## config.mk

```make
export PLATFORM = sky130hd
export DESIGN_NAME = exp3_exerciser
export DESIGN_NICKNAME = d
export VERILOG_FILES = /design/src/rtl/exp3_exerciser.sv
export SDC_FILE = /design/constraint.sdc
export NUM_CORES = 1
export LEC_CHECK = 0
export CORE_MARGIN = 4
export CORE_UTILIZATION = 51
export DETAILED_ROUTE_END_ITERATION = 16
export PLACE_DENSITY = 0.79
export SLEW_MARGIN = 20
export SYNTH_ARGS = -nofsm -noshare
export SYNTH_HDL_FRONTEND = slang
export SYNTH_SLANG_ARGS = --single-unit
```

## constraint.sdc

```tcl
create_clock -name clk -period 5.6 [get_ports clk]
set_clock_uncertainty 0.15 [all_clocks]
set_input_delay 0.56 -clock clk [delete_from_list [all_inputs] [get_ports clk]]
set_output_delay 0.56 -clock clk [all_outputs]
set_load 0.005 [all_outputs]
```

## src/rtl/exp3_exerciser.sv

```systemverilog
// rtl/exp3_exerciser.sv - stimulus/response exerciser for the 3-input lab logic cell
//
// Steps through all eight {a,b,c} input vectors of the cell under test, waits
// SETTLE_CYCLES clocks after applying each one, then compares the cell's x/y
// against a built-in golden model. Reports pass, error count and first failing
// vector at the end of the run.
//
// Ports:
//   clk        - system clock, rising edge
//   rst_n      - synchronous active-low reset
//   start      - begin a run (only looked at while idle)
//   a_o/b_o/c_o- stimulus to the cell, a = vec[2], b = vec[1], c = vec[0]
//   x_i/y_i    - cell responses, synchronous to clk
//   busy       - run in progress
//   done       - one-cycle pulse when a run finishes
//   pass       - last run had no mismatches (held)
//   err_cnt    - mismatching vectors in last run, 0..8 (held)
//   fail_valid - at least one mismatch in last run (held)
//   fail_vec   - index of first mismatching vector (held)

module exp3_exerciser #(
    parameter int SETTLE_CYCLES = 2
) (
    input  logic       clk,
    input  logic       rst_n,
    input  logic       start,
    output logic       a_o,
    output logic       b_o,
    output logic       c_o,
    input  logic       x_i,
    input  logic       y_i,
    output logic       busy,
    output logic       done,
    output logic       pass,
    output logic [3:0] err_cnt,
    output logic       fail_valid,
    output logic [2:0] fail_vec
);

    // Counter is kept at least one bit wide so SETTLE_CYCLES of 0 or 1 still elaborates.
    localparam int CNT_W = (SETTLE_CYCLES > 1) ? $clog2(SETTLE_CYCLES) : 1;
    localparam logic [CNT_W-1:0] CNT_LAST = CNT_W'((SETTLE_CYCLES > 0) ? SETTLE_CYCLES - 1 : 0);

    typedef enum logic [2:0] {
        S_IDLE,
        S_DRIVE,
        S_SETTLE,
        S_CHECK,
        S_DONE
    } state_t;

    state_t           state_q;
    logic [2:0]       vec_q;
    logic [CNT_W-1:0] cnt_q;
    logic             a_q;
    logic             b_q;
    logic             c_q;
    logic             busy_q;
    logic             done_q;
    logic             pass_q;
    logic [3:0]       err_cnt_q;
    logic             fail_valid_q;
    logic [2:0]       fail_vec_q;

    logic             ab_or;
    logic             ab_and;
    logic             x_exp;
    logic             y_exp;
    logic             mismatch;
    logic [3:0]       err_cnt_d;
    logic [2:0]       vec_d;

    // Golden model of the cell for the vector currently being checked.
    assign ab_or     = vec_q[2] | vec_q[1];
    assign ab_and    = vec_q[2] & vec_q[1];
    assign x_exp     = ~vec_q[0] ^ ab_or;
    assign y_exp     = ab_or & (~ab_and ^ ab_or);
    assign mismatch  = (x_i != x_exp) || (y_i != y_exp);
    assign err_cnt_d = err_cnt_q + {3'b000, mismatch};
    assign vec_d     = vec_q + 3'd1;

    always_ff @(posedge clk) begin
        if (!rst_n) begin
            state_q      <= S_IDLE;
            vec_q        <= 3'd0;
            cnt_q        <= '0;
            a_q          <= 1'b0;
            b_q          <= 1'b0;
            c_q          <= 1'b0;
            busy_q       <= 1'b0;
            done_q       <= 1'b0;
            pass_q       <= 1'b0;
            err_cnt_q    <= 4'd0;
            fail_valid_q <= 1'b0;
            fail_vec_q   <= 3'd0;
        end else begin
            done_q <= 1'b0;
            case (state_q)
                S_IDLE: begin
                    if (start) begin
                        state_q      <= S_DRIVE;
                        busy_q       <= 1'b1;
                        vec_q        <= 3'd0;
                        cnt_q        <= '0;
                        {a_q, b_q, c_q} <= 3'd0;
                        err_cnt_q    <= 4'd0;
                        fail_valid_q <= 1'b0;
                        fail_vec_q   <= 3'd0;
                        pass_q       <= 1'b0;
                    end
                end
                S_DRIVE: begin
                    cnt_q <= '0;
                    if (SETTLE_CYCLES > 0) begin
                        state_q <= S_SETTLE;
                    end else begin
                        state_q <= S_CHECK;
                    end
                end
                S_SETTLE: begin
                    if (cnt_q == CNT_LAST) begin
                        cnt_q   <= '0;
                        state_q <= S_CHECK;
                    end else begin
                        cnt_q <= cnt_q + CNT_W'(1);
                    end
                end
                S_CHECK: begin
                    if (mismatch) begin
                        err_cnt_q <= err_cnt_d;
                        if (!fail_valid_q) begin
                            fail_valid_q <= 1'b1;
                            fail_vec_q   <= vec_q;
                        end
                    end
                    if (vec_q == 3'd7) begin
                        // Stimulus is left at vector 7 until the next start.
                        state_q <= S_DONE;
                    end else begin
                        vec_q           <= vec_d;
                        {a_q, b_q, c_q} <= vec_d;
                        state_q         <= S_DRIVE;
                    end
                end
                S_DONE: begin
                    done_q  <= 1'b1;
                    pass_q  <= (err_cnt_q == 4'd0);
                    busy_q  <= 1'b0;
                    state_q <= S_IDLE;
                end
                default: begin
                    state_q <= S_IDLE;
                end
            endcase
        end
    end

    assign a_o        = a_q;
    assign b_o        = b_q;
    assign c_o        = c_q;
    assign busy       = busy_q;
    assign done       = done_q;
    assign pass       = pass_q;
    assign err_cnt    = err_cnt_q;
    assign fail_valid = fail_valid_q;
    assign fail_vec   = fail_vec_q;

endmodule
```

=== Word-level counts from Yosys, hierarchy flattened ===
Cells that the tools add are included.

* Add/subtract/negate cells: 3
* Equal/unequal tests: 12
* Multiplexer cells: 28
* Bitwise logic cells: 7
* Reductions and logical operators: 12

{| class="wikitable"
|+ Operator list
! cell !! count
|-
| 3-bit 2-to-1 mux || 7
|-
| 1-bit one-hot mux with 2 select lines || 6
|-
| 3-bit one-hot mux with 2 select lines || 2
|-
| 3-bit one-hot mux with 4 select lines || 1
|-
| 2-bit != test, second input constant || 5
|-
| 1-bit 2-to-1 mux || 8
|-
| 4-bit 2-to-1 mux || 2
|-
| 4-bit one-hot mux with 2 select lines || 1
|-
| 3-bit by 2-bit equality test with 1-bit output, second input constant || 2
|-
| 3-bit equality test, second input constant || 2
|-
| 2-bit AND reduction || 3
|-
| 3-bit AND reduction || 2
|-
| 4-bit by 1-bit adder with 4-bit output || 1
|-
| 4-bit zero test || 1
|-
| 4-bit AND reduction || 1
|-
| 2-bit nonzero test || 2
|-
| 3-bit by 1-bit adder with 3-bit output, second input constant || 1
|-
| 3-bit by 1-bit equality test with 1-bit output, second input constant || 1
|-
| 3-bit zero test || 1
|-
| 1-bit one-hot mux with 3 select lines || 1
|-
| 3-bit nonzero test || 1
|-
| 1-bit bitwise AND || 2
|-
| 1-bit != test || 2
|-
| 1-bit inverter || 2
|-
| other kinds (4) || 5
|}

* Register bits: 21
* Bits of input ports: 5
* Output and inout bits: 14
* Word-level logic and storage cells: 74

=== Depth between registers and ports, before layout ===
* Depth after elaboration: 9
* Depth in mapped cells: 8
* Gate-level depth less buffers: 8

=== Worst setup path after synthesis ===
No wires, ideal clock.

* Kind: input to register
* Start: input y_i
* End: register err_cnt_q[2], in the netlist err_cnt[2]
* Setup time: 0.059 ns
* Arrival: 1.831 ns
* Required time: 5.391 ns
* Setup slack: 3.560 ns
* Stages on the path: 8
* Path buffers: 0
* Path through: xnor2_1 > a21oi_2 > o21a_1 > ha_1 > ha_1 > inv_1 > or4b_1 > nand2_1

* Cells in the longest elaborated chain, start to end: 5
* Elaborated cells on any way between the ends: 7
* Those cells by class: add/sub (1); eq/ne (2); mux (2); reduce/logical (2)

{| class="wikitable"
|+ RTL lines
! item !! RTL line !! text
|-
| start: declaration || 31 || <nowiki>input logic y_i,</nowiki>
|-
| 1-bit != test * || 78 || <nowiki>assign mismatch = (x_i != x_exp) || (y_i != y_exp);</nowiki>
|-
| 1-bit logical OR * || 78 ||
|-
| 4-bit by 1-bit adder with 4-bit output || 79 || <nowiki>assign err_cnt_d = err_cnt_q + {3'b000, mismatch};</nowiki>
|-
| 4-bit 2-to-1 mux || 129 || <nowiki>if (mismatch) begin</nowiki>
|-
| 4-bit one-hot mux with 2 select lines || 98 || <nowiki>case (state_q)</nowiki>
|-
| end signal: assignment || 130 || <nowiki>err_cnt_q <= err_cnt_d;</nowiki>
|-
| end: declaration || 61 || <nowiki>logic [3:0] err_cnt_q;</nowiki>
|}

Every way passes the cells marked *; elsewhere a longest branch is shown, timed or not. The select of a mux whose other input is x is not followed.
A chain may end at the register's enable or synchronous reset.

=== Final worst setup path ===
Same ends and word-level chain as after synthesis.

==> out/metrics.cfg <==
[outcome]
run_status=complete, no violations

[sta]
setup_violations=0
min_period_ns=2.29
tightest_slew_ns=0.501
hold_viol_final=0
slew_headroom=0.665
rsz0062_at_grt=no
max_freq_mhz=437
setup_tns_ns=0
drv_slew=0
min_period_over_period=0.408

[die]
core_area_mm2=0.00154
start_util=0.548
row_count=14
die_w_um=48.7
die_h_um=48.7
fp.dieArea_mm2=0.00237
io_pins=19

[logic_synthesis]
yosys.area_share.simple=0.249
synth_compound_area_frac=0.193
syn_area_um2=845
synthAdderAreaFrac=0.0593
synthMuxAreaShare=0.0119
yosysSeqAreaShare=0.427
synth_xor_area_frac=0.0311
yosys_warnings=0
netlist_instances=98
synth_top_family_by_area=simple AND/OR/NAND/NOR gates
yosys_register_bits=18
ys_types=35
avgSynthCellArea_um2=8.62
syn-num-nets=107

[power]
clockPowerShare=0.327
p_seq_frac=0.554
p_int_uw=185
ir_worst_vdd_mv=0.162
cellPowerDensity_mw_per_mm2=231
power_switching_uw=61.3
p_leak_nw=0.393
swShare=0.249
comb_power_share=0.119

[critical_path]
critical_path_class=in2reg
worst-endpoint-required_ns=5.70
reg2reg_from=vec_q[2]
r2r_slack_ns=3.62
startpoint=y_i
worstPathArrival_ns=2.39
worstSetupEndpointType=register
reg2regPathDepth=8
cp-start-kind=input port
timing.rr.end=err_cnt[2]
crit_fanout=3

[cts]
cts_setup_buffers=0
cts.path.max_buffers=2
clock_latency_ns=0.30
cts.sinks=18
cts-resized-gates=0
root_buffer=clkbuf_4
clkSlewWorstSetupHoldPaths_ns=0.10
cts-hold-fix-buffers=0
tritoncts=built
cts_buffers=3
cts.htree.levels=1

[worst_hold_path]
hp-class=reg2reg
hold-path-endpoint=busy
min_path_cells=2
min-delay-start=busy

[run]
max_cap_viol_count=0

[detailed_routing]
ant_nets=0
drt_pass1_iterations=4
detail_route.iter0.violations=7
vias_per_cell=5.73
wl_per_cell_um=13.1
drc=0
num_vias=757
routed_wl_um=1720

[place]
dpl.hpwl_um=1300
portBuffers=18
place_congestion=0.758

[global_routing]
grt_pass1_vias=685
grt_max_degree=14
overflow=0
antenna_found_initial=0
grt_pass1_wl_um=3130
grt_util_all_layers=0.163

[final_layout]
fin_nets=126
fillers=138
diodes=0
layout-drive-gt1-share=0.0690
area.growth.synth_to_final_pct=25.9
fin_util=0.690

==> power groups by stage <==
stage / Clock [mW] / Combinational, mW / Sequential [mW]
6_report: 0.0805 / 0.0293 / 0.136
2_1_floorplan: 0 / 0.0212 / 0.137
4_1_cts: 0.0827 / 0.0295 / 0.136
5_1_grt: 0.0930 / 0.0329 / 0.137
3_5_place_dp: 0 / 0.0294 / 0.139
3_3_place_gp: 0 / 0.0285 / 0.139
==> critical path: stages <==
cell	delay, ns
clkdlybuf4s50_1	0.46
xnor2_1	0.16
a21oi_2	0.18
o21a_1	0.13
ha_1	0.16
ha_1	0.14
inv_1	0.04
or4b_1	0.48
nand2_1	0.07
==> synth_stat cells <==
library cell	n	area, µm²
buf_2	2	10.0
o41ai_1	1	8.76
or2_1	1	6.26
nor3_1	4	20.0
inv_1	1	3.75
o21a_1	1	7.51
o21ai_0	6	30.0
nand3b_2	1	11.3
dfxtp_1	18	360
nand3_1	4	20.0
and3_1	1	6.26
o211ai_2	1	12.5
or3_1	1	6.26
clkbuf_1	2	7.51
nand2b_1	2	12.5
a21oi_2	1	8.76
a21oi_1	5	25.0
a22oi_1	1	7.51
nor2_1	8	30.0
nor3b_1	1	7.51
nor4_1	1	6.26
o211ai_1	5	37.5
and2_1	1	6.26
or4b_1	1	10.0
a32oi_1	1	8.76
o22a_1	1	8.76
nand2_1	13	48.8
xor2_1	1	8.76
mux2i_1	1	10.0
xnor2_1	2	17.5
nor2_2	1	6.26
clkinv_1	1	3.75
nand4_1	2	12.5
ha_1	4	50.1
a21boi_0	1	7.51
==> worst max-delay path by stage <==
stage	to	slack, ns	cells after the start
after floorplan	err_cnt[2]	3.56	8
after global placement	err_cnt[2]	3.03	9
after detailed placement	err_cnt[2]	3.01	9
after CTS	err_cnt[2]	3.31	9
after global routing	err_cnt[2]	3.19	9
final	err_cnt[2]	3.31	9
==> per-layer routing <==
layer,vias to the layer above,share of wire,track usage
li1,390,-,-
met1,343,0.46,0.215
met2,19,0.47,0.243
met3,5,0.043,0.0307
met4,0,0.026,0.0987
met5,-,0,0
==> layout make-up <==
class                   instances  area (µm²)  share of cell area
multi-input cells              74         459               0.432
flip-flops and latches         18         360               0.339
repair buffers                 18         180               0.169
clock buffers                   4        36.3              0.0341
well taps                      16        20.0              0.0188
inverters                       2        7.51             0.00706
==> layout by cell type, fill, tap and decap left out, drive strengths merged, types with 6 or more instances in the layout <==
master and count:
clkdlybuf4s50 18, o21ai 6, a21oi 6, o211ai 6, dfxtp 18, nor2 9, nand2 13
==> cells by family after synthesis <==
kind of cell,Yosys count
AND/OR/NAND/NOR,42
AO/OA/AOI/OAI,24
flip-flops,18
buffers and inverters,6
adder cells (fa/ha/maj),4
XOR/XNOR,3
multiplexers,1
==> registers in the layout, indices dropped and copies added (netlist names) <==
name	flops
state_q	3
pass	1
err_cnt	4
done	1
busy	1
vec_q	1
b_o	1
fail_vec	3
fail_valid	1
c_o	1
cnt_q	1
==> through the flow <==
step	setup slack [ns]	power [mW]	hold WS [ns]	area [µm²]	cells
floorplan	3.56	0.158	0.325	845	98
global placement	3.03	0.168	0.315	1030	128
detailed placement	3.01	0.169	0.329	1030	128
CTS	3.31	0.249	0.355	1060	132
global route	3.19	0.263	0.392	1060	132
finish	3.31	0.246	0.348	1060	132
Note: power is estimated with default switching activity, not from simulation.
